--- src/rtl/mandelbrot_render_scheduler.sv ---
// rtl/mandelbrot_render_scheduler.sv - raster-order pixel dispatch to N point engines with in-order result stream
// Optional MANDEL_COORD_TAG_EN adds out_x/out_y pixel coordinate tags on the result stream.
module mandelbrot_render_scheduler #(
  parameter int NUM_ENGINES = 4,
  parameter int COORD_W     = 12,
  parameter int ITER_W      = 32
) (
  input  logic                           CLK,
  input  logic                           SYS_RESET_N,
  input  logic                           start_render,
  input  logic                           abort,
  input  logic [COORD_W-1:0]             x_size,
  input  logic [COORD_W-1:0]             y_size,
  output logic [NUM_ENGINES-1:0]         eng_start,
  output logic [NUM_ENGINES*COORD_W-1:0] eng_x,
  output logic [NUM_ENGINES*COORD_W-1:0] eng_y,
  input  logic [NUM_ENGINES-1:0]         eng_done,
  input  logic [NUM_ENGINES*ITER_W-1:0]  eng_iter,
  output logic                           out_valid,
  input  logic                           out_ready,
  output logic [ITER_W-1:0]              out_data,
  output logic                           out_last,
  output logic                           busy,
`ifdef MANDEL_COORD_TAG_EN
  output logic [COORD_W-1:0]             out_x,
  output logic [COORD_W-1:0]             out_y,
`endif
  output logic                           frame_done
);

  localparam int PW  = (NUM_ENGINES > 1) ? $clog2(NUM_ENGINES) : 1;
  localparam int CW2 = 2 * COORD_W;
  localparam logic [PW-1:0] PTR_MAX = PW'(NUM_ENGINES - 1);

  typedef enum logic [1:0] {S_IDLE, S_RUN, S_ABORT} state_t;

  state_t                   state_q, state_d;
  logic [COORD_W-1:0]       xs_q, xs_d, x_q, x_d, y_q, y_d;
  logic [CW2-1:0]           total_q, total_d, iss_q, iss_d, ocnt_q, ocnt_d;
  logic [PW-1:0]            dptr_q, dptr_d, optr_q, optr_d;
  logic [NUM_ENGINES-1:0]   busy_q, busy_d, full_q, full_d, eng_start_q, eng_start_d;
  logic [ITER_W-1:0]        slot_data_q [NUM_ENGINES];
  logic [ITER_W-1:0]        slot_data_d [NUM_ENGINES];
  logic [COORD_W-1:0]       eng_x_q [NUM_ENGINES];
  logic [COORD_W-1:0]       eng_x_d [NUM_ENGINES];
  logic [COORD_W-1:0]       eng_y_q [NUM_ENGINES];
  logic [COORD_W-1:0]       eng_y_d [NUM_ENGINES];
  logic                     frame_done_q, frame_done_d;
  logic                     hs, dispatch;
`ifdef MANDEL_COORD_TAG_EN
  logic [COORD_W-1:0]       slot_x_q [NUM_ENGINES];
  logic [COORD_W-1:0]       slot_x_d [NUM_ENGINES];
  logic [COORD_W-1:0]       slot_y_q [NUM_ENGINES];
  logic [COORD_W-1:0]       slot_y_d [NUM_ENGINES];
`endif

  function automatic logic [PW-1:0] ptr_inc(input logic [PW-1:0] p);
    return (p == PTR_MAX) ? '0 : p + 1'b1;
  endfunction

  assign out_valid  = (state_q == S_RUN) && full_q[optr_q];
  assign out_data   = slot_data_q[optr_q];
  assign out_last   = (state_q == S_RUN) && ((ocnt_q + CW2'(1)) == total_q);
  assign hs         = out_valid && out_ready;
  assign dispatch   = (state_q == S_RUN) && !abort && !busy_q[dptr_q] && (iss_q < total_q);
  assign busy       = (state_q != S_IDLE);
  assign eng_start  = eng_start_q;
  assign frame_done = frame_done_q;
`ifdef MANDEL_COORD_TAG_EN
  assign out_x = slot_x_q[optr_q];
  assign out_y = slot_y_q[optr_q];
`endif

  for (genvar g = 0; g < NUM_ENGINES; g++) begin : g_pack
    assign eng_x[g*COORD_W +: COORD_W] = eng_x_q[g];
    assign eng_y[g*COORD_W +: COORD_W] = eng_y_q[g];
  end

  always_comb begin
    state_d      = state_q;
    xs_d         = xs_q;
    x_d          = x_q;
    y_d          = y_q;
    total_d      = total_q;
    iss_d        = iss_q;
    ocnt_d       = ocnt_q;
    dptr_d       = dptr_q;
    optr_d       = optr_q;
    busy_d       = busy_q;
    full_d       = full_q;
    slot_data_d  = slot_data_q;
    eng_x_d      = eng_x_q;
    eng_y_d      = eng_y_q;
    eng_start_d  = '0;
    frame_done_d = 1'b0;
`ifdef MANDEL_COORD_TAG_EN
    slot_x_d     = slot_x_q;
    slot_y_d     = slot_y_q;
`endif
    case (state_q)
      S_IDLE: begin
        // frame_done_q high means the previous frame ended this cycle; its start is ignored
        if (start_render && !frame_done_q && (x_size != '0) && (y_size != '0)) begin
          xs_d    = x_size;
          total_d = CW2'(x_size) * CW2'(y_size);
          x_d     = '0;
          y_d     = '0;
          iss_d   = '0;
          ocnt_d  = '0;
          dptr_d  = '0;
          optr_d  = '0;
          busy_d  = '0;
          full_d  = '0;
          state_d = S_RUN;
        end
      end
      S_RUN: begin
        for (int k = 0; k < NUM_ENGINES; k++) begin
          if (eng_done[k] && busy_q[k] && !full_q[k]) begin
            full_d[k]      = 1'b1;
            slot_data_d[k] = eng_iter[k*ITER_W +: ITER_W];
`ifdef MANDEL_COORD_TAG_EN
            slot_x_d[k]    = eng_x_q[k];
            slot_y_d[k]    = eng_y_q[k];
`endif
          end
        end
        if (hs) begin
          full_d[optr_q] = 1'b0;
          busy_d[optr_q] = 1'b0;
          optr_d         = ptr_inc(optr_q);
          ocnt_d         = ocnt_q + CW2'(1);
        end
        if (hs && out_last) begin
          state_d      = S_IDLE;
          frame_done_d = 1'b1;
        end else if (abort) begin
          // Captured and just-finished results are dropped; only engines still computing stay busy
          state_d = S_ABORT;
          full_d  = '0;
          busy_d  = busy_d & ~full_q & ~eng_done;
        end
        if (dispatch) begin
          eng_start_d[dptr_q] = 1'b1;
          busy_d[dptr_q]      = 1'b1;
          eng_x_d[dptr_q]     = x_q;
          eng_y_d[dptr_q]     = y_q;
          iss_d               = iss_q + CW2'(1);
          dptr_d              = ptr_inc(dptr_q);
          if (x_q == xs_q - COORD_W'(1)) begin
            x_d = '0;
            y_d = y_q + COORD_W'(1);
          end else begin
            x_d = x_q + COORD_W'(1);
          end
        end
      end
      S_ABORT: begin
        busy_d = busy_q & ~eng_done;
        if (busy_q == '0) begin
          state_d      = S_IDLE;
          frame_done_d = 1'b1;
        end
      end
      default: state_d = S_IDLE;
    endcase
  end

  always_ff @(posedge CLK or negedge SYS_RESET_N) begin
    if (!SYS_RESET_N) begin
      state_q      <= S_IDLE;
      xs_q         <= '0;
      x_q          <= '0;
      y_q          <= '0;
      total_q      <= '0;
      iss_q        <= '0;
      ocnt_q       <= '0;
      dptr_q       <= '0;
      optr_q       <= '0;
      busy_q       <= '0;
      full_q       <= '0;
      eng_start_q  <= '0;
      frame_done_q <= 1'b0;
      for (int k = 0; k < NUM_ENGINES; k++) begin
        slot_data_q[k] <= '0;
        eng_x_q[k]     <= '0;
        eng_y_q[k]     <= '0;
`ifdef MANDEL_COORD_TAG_EN
        slot_x_q[k]    <= '0;
        slot_y_q[k]    <= '0;
`endif
      end
    end else begin
      state_q      <= state_d;
      xs_q         <= xs_d;
      x_q          <= x_d;
      y_q          <= y_d;
      total_q      <= total_d;
      iss_q        <= iss_d;
      ocnt_q       <= ocnt_d;
      dptr_q       <= dptr_d;
      optr_q       <= optr_d;
      busy_q       <= busy_d;
      full_q       <= full_d;
      eng_start_q  <= eng_start_d;
      frame_done_q <= frame_done_d;
      slot_data_q  <= slot_data_d;
      eng_x_q      <= eng_x_d;
      eng_y_q      <= eng_y_d;
`ifdef MANDEL_COORD_TAG_EN
      slot_x_q     <= slot_x_d;
      slot_y_q     <= slot_y_d;
`endif
    end
  end

endmodule

--- config.mk ---
export PLATFORM = sky130hd
export DESIGN_NAME = mandelbrot_render_scheduler
export DESIGN_NICKNAME = d
export VERILOG_FILES = /design/src/rtl/mandelbrot_render_scheduler.sv
export SDC_FILE = /design/constraint.sdc
export NUM_CORES = 1
export LEC_CHECK = 0
export ABC_AREA = 1
export BUFFER_PORTS_ARGS = -buffer_cell sky130_fd_sc_hd__buf_2
export CORE_AREA = 2 2 196 198
export CTS_BUF_LIST = sky130_fd_sc_hd__clkbuf_8
export DETAILED_ROUTE_END_ITERATION = 10
export DIE_AREA = 0 0 198 200
export PLACE_DENSITY = 0.83
export SKIP_LAST_GASP = 1
export SLEW_MARGIN = 20
export SYNTH_ARGS = -nofsm -noshare
export SYNTH_HDL_FRONTEND = slang
export SYNTH_SLANG_ARGS = --single-unit
--- constraint.sdc ---
create_clock -name CLK -period 3.3 [get_ports CLK]
set_clock_uncertainty 0.2 [all_clocks]
set_input_delay 0.66 -clock CLK [delete_from_list [all_inputs] [get_ports CLK]]
set_output_delay 0.66 -clock CLK [all_outputs]
set_load 0.01 [all_outputs]
==> summary.txt <==
Outcome
  • Status: finished, violations left
  • Violated checks: negative setup slack

Timing
  • Fmax: 209 MHz
  • Final Cycle Share: 145%
  • Final worst setup slack: -1.49 ns
  • Final Hold Violating Endpoints: 0
  • Setup violators final: 20
  • Worst-margin pin slew: 0.657 ns
  • RSZ-0062 raised after global routing: yes
  • Slew HR: 56.2%
  • Final Max Slew Viols: 0
  • Fin crit period: 4.79 ns

CTS
  • Root Driver: clkbuf_8
  • Htree depth: 2
  • Clock Latency Late Sink: 0.63 ns
  • Clk buf depth: 3
  • Cts bufs inserted: 57
  • TritonCTS clock tree: done
  • Clock sink count: 351
  • Clock-pin slew on the worst setup and hold paths: 0.07 ns

Floorplanning
  • Die W: 198 um
  • Die area: 39600 um^2
  • Row cnt: 71
  • Starting density of the core: 60.3%
  • # IOs: 297
  • Die Y: 200 um
  • Core box area: 37400 um^2

Global routing
  • First-pass GRT wire length: 108000 um
  • Largest net degree at the start of global routing: 77
  • Initial antenna violation count: 6
  • Vias in the first global route: 21300
  • Met2 usage: 58.9%
  • Global-route met1 utilization: 42.0%
  • GR Util met3: 6.96%
  • GRT Overall Usage: 34.3%
  • Total grt overflow: 0
  • Grt peak-use layer: met2

Job
  • Number of max-cap violations: 0

Route
  • Vias: 20800
  • DRT Wirelength: 69700 um
  • Avg WL per Cell: 18.9 um
  • Router iterations before antenna repair: 6
  • Vias per cell: 5.65
  • Initial drt markers: 1469
  • Post-DRT Antenna Nets: 0
  • Post-route DRC: 0

Critical path
  • Kind of critical path: primary input to flip-flop
  • Reg2Reg Setup Slack: 0.16 ns
  • Critical Path Source Type: primary input
  • Required time worst endpoint: 3.59 ns
  • Crit end category: flip-flop
  • CP Max Fanout: 8
  • WP data arrival: 5.08 ns

Logic synthesis
  • Commonest cells in the netlist: nand2_1, inv_1, dfrtp_1
  • Seq cells post-synth: 351
  • Most common cell in the netlist: nand2_1
  • Synth unique cells: 49
  • Post-synth EDFFs: 0
  • Register area share after synthesis: 39.0%
  • Synth Cell Area: 22500 um^2
  • Main area contributors after synthesis: dfrtp_1, nand2_1, fa_1, mux2_2, inv_1
  • Ys Warns: 0
  • Mapped Nets: 3047
  • FFs w/ async S/R, synth: 100%
  • Synth area leader: dfrtp_1
  • Mapped Cells: 2684
  • Syn avg cell area: 8.40 um^2
  • Post-synth top area share: 39.0%
  • Primary FF master, synth: dfrtp_1

Pwr
  • VDD IR max: 0.938 mV
  • Leak: 15.4 nW
  • PwrDens: 848 nW/um^2

Placed design
  • RePlAce Congestion: 0.920
  • Setup Slack @ Placement: -1.99 ns
  • Post-DP HPWL: 48100 um
  • Quantity of I/O buffers inserted on ports: 296

Cells and area
  • Area grow syn2layout: 25.8%
  • Share of cells above drive strength 1: 29.4%
  • Post-layout nets: 3486
  • Final core occ: 75.8%

Hold path
  • Hold crit path type: primary input to flip-flop
-- registers in the layout, indices dropped and copies added, names as in the netlist --
register / cells
busy_q: 4
dptr_q: 2
eng_start: 4
eng_x: 48
eng_y: 48
frame_done: 1
full_q: 4
iss_q: 24
ocnt_q: 24
optr_q: 2
slot_data_q: 128
state_q: 2
total_q: 24
x_q: 12
xs_q: 12
y_q: 12
-- cells in the final DEF (no fill, tap or decap), types with 8 or more instances in the layout --
cell | netlist | layout
dfrtp_1 | 351 | 347
buf_4 | 4 | 156
o21ai_1 | 9 | 25
nand4_1 | 37 | 37
nand2_1 | 728 | 678
nor4_1 | 15 | 14
nand2_2 | 11 | 45
nor2_4 | 4 | 10
fa_1 | 100 | 93
nor3_1 | 25 | 23
clkbuf_8 | 0 | 80
nand2_4 | 4 | 20
ha_4 | 0 | 18
o22ai_1 | 56 | 56
nand3_1 | 105 | 100
mux2_2 | 128 | 128
inv_1 | 355 | 334
buf_12 | 0 | 16
a21oi_1 | 43 | 33
buf_6 | 0 | 35
ha_1 | 102 | 79
inv_2 | 4 | 37
buf_2 | 12 | 277
nor2_1 | 167 | 158
o21ai_0 | 202 | 179
xor2_1 | 50 | 47
nand3_2 | 11 | 14
xnor2_1 | 16 | 9
diode_2 | 0 | 8
-- stage by stage --
stage / instances / area [um^2] / power [mW] / TNS (ns) / hold WS [ns]
global route: 3688 / 28400 / 25.4 / -23.11 / 0.0404
global placement: 3534 / 25900 / 16.2 / -31.15 / 0.257
floorplan: 2684 / 23200 / 12.4 / -23.33 / 0.164
CTS: 3662 / 27900 / 22.4 / -18.07 / 0.0434
detailed placement: 3534 / 25900 / 16.6 / -32.71 / 0.261
finish: 3690 / 28400 / 24.0 / -21.27 / 0.0588
-- path summary, 6_finish.rpt --
| check | from | endpoint | cells after the start |
|---|---|---|---|
| worst max-delay path | y_size[3] | total_q[21]$_DFFE_PN0P_ | 24 |
| worst min-delay path | eng_iter[14] | slot_data_q[110]$_DFFE_PN0P_ | 2 |
| worst max register to register | total_q[23]$_DFFE_PN0P_ | x_q[7]$_DFFE_PN0P_ | 11 |
| worst min register to register | eng_y[20]$_DFFE_PN0P_ | eng_y[20]$_DFFE_PN0P_ | 2 |
| max in group asynchronous | SYS_RESET_N | slot_data_q[89]$_DFFE_PN0P_ | 3 |
| min in group asynchronous | SYS_RESET_N | eng_y[7]$_DFFE_PN0P_ | 2 |
-- metal layers --
metal | up-vias | part of all wire [%]
met5 | - | 0
met4 | 0 | 4.7
met3 | 254 | 7.4
met2 | 989 | 50
met1 | 10200 | 38
li1 | 9456 | -
-- worst max-delay path: stages --
cell and delay [ns]:
buf_12 0.11, nand2_4 0.05, fa_1 0.56, fa_1 0.45, fa_1 0.52, inv_1 0.06, fa_1 0.50, inv_1 0.06
fa_1 0.49, inv_2 0.05, ha_4 0.31, nand2_4 0.08, nor2_4 0.13, a21o_1 0.18, nand2_1 0.09, nand2_2 0.10
nand2_2 0.07, nand2_2 0.08, nand2_2 0.06, nand2_2 0.06, nand3_1 0.07, nand2_1 0.09, xor2_1 0.16, o21ai_1 0.09
-- repair_timing --
item,in CTS,in global routing
resized for setup,124,93
endpoints found under the setup margin,22,26
hold buffers,1,0
buffers inserted,21,26
pin swaps,71,79
hold endpoints to repair,66,0
-- kinds of logic after synthesis --
| kind of cell | count (synthesis) | synth area share [%] |
|---|---|---|
| fa+ha+maj | 202 | 14.5 |
| xor+xnor | 66 | 2.56 |
| mux | 128 | 6.39 |
| buf+inv | 474 | 8.03 |
| flops | 351 | 39.0 |
| simple gates | 1133 | 21.6 |
| compound gates | 330 | 7.91 |
-- final cells by class --
class                   instances  area [um^2]
clock inverters                27          240
clock buffers                  80         1100
repair buffers                493         3390
multi-input cells            1859        12800
fillers                      2498         9040
well taps                     511          639
flip-flops and latches        351         8790
inverters                     361         1370
diodes                          8         20.0
-- report_power, final --
part	internal [mW]	switching [mW]	leakage (nW)	total [mW]
registers	5.10	0.608	4.80	5.71
clock network	2.48	1.86	0.745	4.34
logic	6.18	7.81	9.85	14.0
(Power assumes the default switching activity.)
